**config.mk**
```make
export PLATFORM = sky130hd
export DESIGN_NAME = display_arbiter
export DESIGN_NICKNAME = d
export VERILOG_FILES = /design/src/rtl/display_arbiter.sv
export SDC_FILE = /design/constraint.sdc
export NUM_CORES = 1
export LEC_CHECK = 0
export ABC_AREA = 1
export ABC_CLOCK_PERIOD_IN_PS = 5300
export BUFFER_PORTS_ARGS = -buffer_cell sky130_fd_sc_hd__buf_2
export CAP_MARGIN = 20
export CELL_PAD_IN_SITES_DETAIL_PLACEMENT = 0
export CELL_PAD_IN_SITES_GLOBAL_PLACEMENT = 1
export CORE_MARGIN = 4
export CORE_UTILIZATION = 44
export CTS_BUF_LIST = sky130_fd_sc_hd__clkbuf_16
export CTS_CLUSTER_SIZE = 25
export DETAILED_ROUTE_END_ITERATION = 7
export GPL_ROUTABILITY_DRIVEN = 0
export PLACE_DENSITY = 0.82
export SETUP_SLACK_MARGIN = 0.2
export SLEW_MARGIN = 20
export SYNTH_ARGS = -nofsm -noshare
export SYNTH_HDL_FRONTEND = slang
export SYNTH_SLANG_ARGS = --single-unit
```
**constraint.sdc**
```tcl
create_clock -name clk -period 5.3 [get_ports clk]
set_input_delay 1.06 -clock clk [delete_from_list [all_inputs] [get_ports clk]]
set_output_delay 1.06 -clock clk [all_outputs]
set_load 0.01 [all_outputs]
```
**src/rtl/display_arbiter.sv**
```systemverilog
// Shares the 8-digit seven-segment display between the clock, alarm and timer drivers.
// The source is chosen from the base mode and the overrides; every switch forces a short dark gap.
module display_arbiter #(
  parameter int unsigned OVERLAY_CYCLES = 200_000_000,
  parameter int unsigned BLANK_CYCLES   = 1000,
  parameter int unsigned FLASH_BIT      = 24
) (
  input  logic       clk,
  input  logic       rst,
  input  logic [7:0] clk_segm,
  input  logic [7:0] clk_dign,
  input  logic [7:0] alm_segm,
  input  logic [7:0] alm_dign,
  input  logic [7:0] tmr_segm,
  input  logic [7:0] tmr_dign,
  input  logic       btn_mode,
  input  logic       alarm_busy,
  input  logic       is_uart_set,
  input  logic       is_alarm_going_off,
  output logic [7:0] segm,
  output logic [7:0] dign,
  output logic [1:0] active_src,
  output logic [2:0] mode_led
);

  localparam int unsigned OVL_W = (OVERLAY_CYCLES > 0) ? $clog2(OVERLAY_CYCLES + 1) : 1;
  localparam int unsigned BLK_W = (BLANK_CYCLES > 0) ? $clog2(BLANK_CYCLES + 1) : 1;
  localparam int unsigned FLS_W = FLASH_BIT + 1;

  localparam logic [OVL_W-1:0] OVL_LOAD = OVL_W'(OVERLAY_CYCLES);
  localparam logic [BLK_W-1:0] BLK_LOAD = BLK_W'(BLANK_CYCLES);

  typedef enum logic [1:0] {
    SRC_CLOCK = 2'b00,
    SRC_ALARM = 2'b01,
    SRC_TIMER = 2'b10
  } src_t;

  src_t             base_mode, base_next;
  src_t             sel_q, sel_next;
  logic [OVL_W-1:0] ovl_cnt, ovl_next;
  logic [BLK_W-1:0] blank_cnt, blank_next;
  logic [FLS_W-1:0] flash_cnt, flash_next;
  logic             wake_q;

  logic             btn_ok;
  logic             wake_rise;
  logic             overlay;
  logic             flash_off;
  logic [7:0]       src_segm, src_dign;
  logic [7:0]       segm_next, dign_next;
  logic [1:0]       active_next;
  logic [2:0]       led_next;

  always_comb begin
    btn_ok    = btn_mode & ~is_alarm_going_off & ~alarm_busy;
    wake_rise = is_alarm_going_off & ~wake_q;
    overlay   = (ovl_cnt != '0);

    base_next = base_mode;
    if (alarm_busy) begin
      base_next = SRC_ALARM;
    end else if (btn_ok) begin
      case (base_mode)
        SRC_CLOCK: base_next = SRC_ALARM;
        SRC_ALARM: base_next = SRC_TIMER;
        default:   base_next = SRC_CLOCK;
      endcase
    end

    // A UART set wins over a same-cycle mode press: the press still advances the mode.
    ovl_next = ovl_cnt;
    if (wake_rise) begin
      ovl_next = '0;
    end else if (is_uart_set) begin
      ovl_next = OVL_LOAD;
    end else if (btn_ok) begin
      ovl_next = '0;
    end else if (overlay) begin
      ovl_next = ovl_cnt - 1'b1;
    end

    if (is_alarm_going_off) begin
      sel_next = SRC_CLOCK;
    end else if (alarm_busy || overlay) begin
      sel_next = SRC_ALARM;
    end else begin
      sel_next = base_mode;
    end

    if (sel_next != sel_q) begin
      blank_next = BLK_LOAD;
    end else if (blank_cnt != '0) begin
      blank_next = blank_cnt - 1'b1;
    end else begin
      blank_next = blank_cnt;
    end

    // Cleared on the wake edge so the first flash half-period is lit.
    flash_next = wake_rise ? '0 : flash_cnt + 1'b1;
    flash_off  = is_alarm_going_off & flash_next[FLASH_BIT];

    case (sel_next)
      SRC_ALARM: begin src_segm = alm_segm; src_dign = alm_dign; end
      SRC_TIMER: begin src_segm = tmr_segm; src_dign = tmr_dign; end
      default:   begin src_segm = clk_segm; src_dign = clk_dign; end
    endcase

    // Outputs are derived from the post-edge blank count so the dark gap is exactly BLANK_CYCLES long.
    if (blank_next != '0) begin
      segm_next   = '1;
      dign_next   = '1;
      active_next = 2'b11;
    end else begin
      segm_next   = src_segm;
      dign_next   = flash_off ? '1 : src_dign;
      active_next = sel_next;
    end

    led_next = {base_next == SRC_TIMER, base_next == SRC_ALARM, base_next == SRC_CLOCK};
  end

  always_ff @(posedge clk) begin
    if (rst) begin
      base_mode  <= SRC_CLOCK;
      sel_q      <= SRC_CLOCK;
      ovl_cnt    <= '0;
      blank_cnt  <= '0;
      flash_cnt  <= '0;
      wake_q     <= 1'b0;
      segm       <= '1;
      dign       <= '1;
      active_src <= 2'b00;
      mode_led   <= 3'b001;
    end else begin
      base_mode  <= base_next;
      sel_q      <= sel_next;
      ovl_cnt    <= ovl_next;
      blank_cnt  <= blank_next;
      flash_cnt  <= flash_next;
      wake_q     <= is_alarm_going_off;
      segm       <= segm_next;
      dign       <= dign_next;
      active_src <= active_next;
      mode_led   <= led_next;
    end
  end

endmodule

```
==> flow_metrics.env <==
export IMPL_layout_nets=750
export IMPL_worstPathArrival_ns=3.23
export IMPL_final_common_cell="sky130_fd_sc_hd__nand2_1"
export IMPL_syn_mean_instance_area_sq_um=7.25
export IMPL_critical_path_peak_fanout=26
export IMPL_remaining_drc_errors=0
export IMPL_ant_nets_after_route=0
export IMPL_initial_core_util_pct=45.4
export IMPL_fin_total_pwr_mw=1.63
export IMPL_powerDensity_nw_per_um2=310
export IMPL_p_int_mw=1.14
export IMPL_synth_warning_count=0
export IMPL_cts_tree="yes"
export IMPL_switchingPower_uw=492
export IMPL_netlist_cell_type_count=36
export IMPL_crit_path_cell_trace="buf_2, inv_1, o21ai_2, buf_4, inv_1, nand3_1, a21oi_1, o21a_1"
export IMPL_hp_class="flip-flop to flip-flop"
export IMPL_grt_pass1_wl_um=16700
export IMPL_pin_count_of_the_biggest_net_entering_global_routing=27
export IMPL_synth_seq_cells=89
export IMPL_fmaxAchievable_mhz=340
export IMPL_vias_in_the_first_global_route=3724
export IMPL_clk_transition_reported_paths_ns=0.07
export IMPL_global_route_usage_total_pct=17.4
export IMPL_antennaDiodeCount=0
export IMPL_synth_async_sr_flop_share_pct=0
export IMPL_grt_antenna_before_repair=0
export IMPL_cts_htree_levels=3
export IMPL_die_h_um=109
export IMPL_dieArea_sq_um=11900
export IMPL_max_cap_violations=0
export IMPL_port_buffers=74
export IMPL_cts_hold_repair_buffers=0
export IMPL_numCtsBuffers=9
export IMPL_fin_skew_ns=0.0137
export IMPL_primary_ff_master_synth="sky130_fd_sc_hd__dfxtp_1"
export IMPL_placed_cells_incl_taps=812
export IMPL_share_clk_of_total_power_pct=36.5
export IMPL_cellLeakagePower_nw=2.41
export IMPL_num_rows=36
export IMPL_mappedNetlistNets=678
export IMPL_timing_critical_path_max_delay_family="buffers and inverters"
export IMPL_ios=75
export IMPL_final_setup_tns_ns=0
export IMPL_post_route_cells_drive_above_1_share_pct=18.3
export IMPL_cp_slowest_cell="sky130_fd_sc_hd__nand3_1"
export IMPL_worst_ir_drop_vdd_mv=0.177
export IMPL_route_detailed_vias_per_inst=4.84
export IMPL_synth_sequential_area_ratio_pct=39.7
export IMPL_synthCells=618
export IMPL_clk_root_buffer_cell="sky130_fd_sc_hd__clkbuf_16"
export IMPL_layout_common_cells="sky130_fd_sc_hd__nand2_1, sky130_fd_sc_hd__dfxtp_1, sky130_fd_sc_hd__inv_1"
export IMPL_unrepaired_setup_endpoints_after_global_routing="false"
export IMPL_startpoint_type="primary input"
export IMPL_dp_hpwl_um=7660
export IMPL_later_pin_clock_latency_in_the_skew_report_ns=0.34
export IMPL_post_synth_instance_area_sq_um=4480
export IMPL_timing_slew_headroom_pct=53.3
export IMPL_wl_um=10000
export IMPL_sw_frac_of_total_pct=30.2
export IMPL_cts_max_path_buffers=2
export IMPL_worst_slew_pin_transition_ns=0.701
export IMPL_detailroute_via_count=4011
export IMPL_post_dr_wirelength_cell_um=12.1
export IMPL_core_sq_um=9860
export IMPL_cp_end_kind="flip-flop"
export IMPL_die_w_um=109
export IMPL_layout_worst_path_cycle_share_pct=55.5
export IMPL_seq_power_share_pct=44.3
export IMPL_hold_violations=0
export IMPL_globalRouteOverflowTotal=0
export IMPL_flow_area_growth_from_synthesis_pct=17.3
export IMPL_cpMostUsedCell="sky130_fd_sc_hd__inv_1"
export IMPL_cp_slowest_stage_delay_ns=0.58
export IMPL_cts_resized_gates=0
export IMPL_period_minus_slack_ns=2.94
export IMPL_drtPass1Iterations=5
export IMPL_final_max_slew_violation_count=0
export IMPL_criticalPathCategory="primary input to flip-flop"
export IMPL_drt_first_iter_violations=256
export IMPL_tritoncts_num_sinks=89
export IMPL_postCtsSetupBuffers=0
export IMPL_setup_viol=0
export IMPL_worst_path_buf_inv=4
export IMPL_crit_required_ns=5.59
export IMPL_finalNonFillerCells=828
export IMPL_synth_enable_flop_cells=0
export IMPL_outcome="completed"
export IMPL_power_share_combinational_pct=19.2
-- cell families after synthesis --
kind of cell | Yosys count | share of synthesized area [%]
mux | 8 | 1.79
xor+xnor | 17 | 3.32
flops | 89 | 39.7
buf+inv | 104 | 8.79
simple gates | 306 | 32.9
fa+ha+maj | 6 | 1.67
compound gates | 88 | 11.7
-- metrics by stage --
stage / instance area (sq um) / utilization, % / worst slack (ns) / hold WS [ns]
detailed placement: 4980 / 50.5 / 2.01 / 0.433
CTS: 5260 / 53.3 / 2.35 / 0.443
global route: 5260 / 53.3 / 2.11 / 0.484
finish: 5260 / 53.3 / 2.36 / 0.441
floorplan: 4480 / - / 2.59 / 0.413
global placement: 4980 / 50.5 / 2.06 / 0.424
-- worst reg2reg max path, delay by kind of cell, from the launching register on --
kind	cells	cell delay, ns
flip-flops	1	0.36
buffers and inverters	3	0.47
AND/OR/NAND/NOR	7	0.79
adder cells (fa/ha/maj)	2	0.99
-- final timing paths --
check                                              from                       end  slack [ns]  depth (start not counted)
worst max-delay path                                rst  ovl_cnt[20]$_SDFFE_PP0N_        2.36                          8
worst min-delay path            flash_cnt[0]$_SDFF_PP0_   flash_cnt[0]$_SDFF_PP0_        0.44                          1
worst max register to register  ovl_cnt[0]$_SDFFE_PP0N_        segm[4]$_SDFF_PP1_        2.56                         12
worst min register to register  flash_cnt[0]$_SDFF_PP0_   flash_cnt[0]$_SDFF_PP0_        0.44                          1
-- flip-flops by register name, indices dropped and copies added, names as in the netlist --
name,cells
active_src,2
base_mode,2
blank_cnt,10
dign,8
flash_cnt,25
mode_led,3
ovl_cnt,28
segm,8
sel_q,2
wake_q,1
-- routing by layer --
layer  global-route usage [%]  share of wire [%]
met1                     21.8                 45
met2                     29.6                 49
met3                     4.68                4.7
met4                     4.33                1.1
met5                        0                  0
-- cell usage after synthesis, types with 4 or more instances --
master                       n  area share [%]
sky130_fd_sc_hd__nor3_1     20             2.2
sky130_fd_sc_hd__nand4_1    12             1.7
sky130_fd_sc_hd__clkbuf_1   11            0.92
sky130_fd_sc_hd__nor2_4      6             1.5
sky130_fd_sc_hd__inv_1      87             7.3
sky130_fd_sc_hd__nor2_1     83             6.9
sky130_fd_sc_hd__mux2i_1     8             1.8
sky130_fd_sc_hd__nand2_2     4            0.56
sky130_fd_sc_hd__nor4_1      4            0.56
sky130_fd_sc_hd__a22o_1     16             3.1
sky130_fd_sc_hd__dfxtp_1    89              40
sky130_fd_sc_hd__nand3_2    11             2.5
sky130_fd_sc_hd__xnor2_1     4            0.78
sky130_fd_sc_hd__o21ai_0    23             2.6
sky130_fd_sc_hd__nand3_1    35             3.9
sky130_fd_sc_hd__nand2_4     4             1.0
sky130_fd_sc_hd__a21oi_1    37             4.1
sky130_fd_sc_hd__nand2_1   114             9.5
sky130_fd_sc_hd__ha_1        6             1.7
sky130_fd_sc_hd__xor2_1     13             2.5
-- power groups by stage --
| stage | combinational, mW | clock, mW | sequential (mW) |
|---|---|---|---|
| floorplan | 0.240 | 0 | 0.732 |
| global placement | 0.311 | 0 | 0.736 |
| detailed placement | 0.312 | 0 | 0.737 |
| CTS | 0.314 | 0.613 | 0.722 |
| global route | 0.358 | 0.643 | 0.726 |
| finish | 0.312 | 0.594 | 0.722 |
-- layout make-up --
class	instances	area (sq um)
Clock buffer	9	225
Clock inverter	7	55.1
Fill cell	958	4610
Inverter	89	334
Multi-Input combinational cell	425	2310
Sequential cell	89	1780
Tap cell	133	166
Timing Repair Buffer	76	385
(Power assumes the default switching activity.)
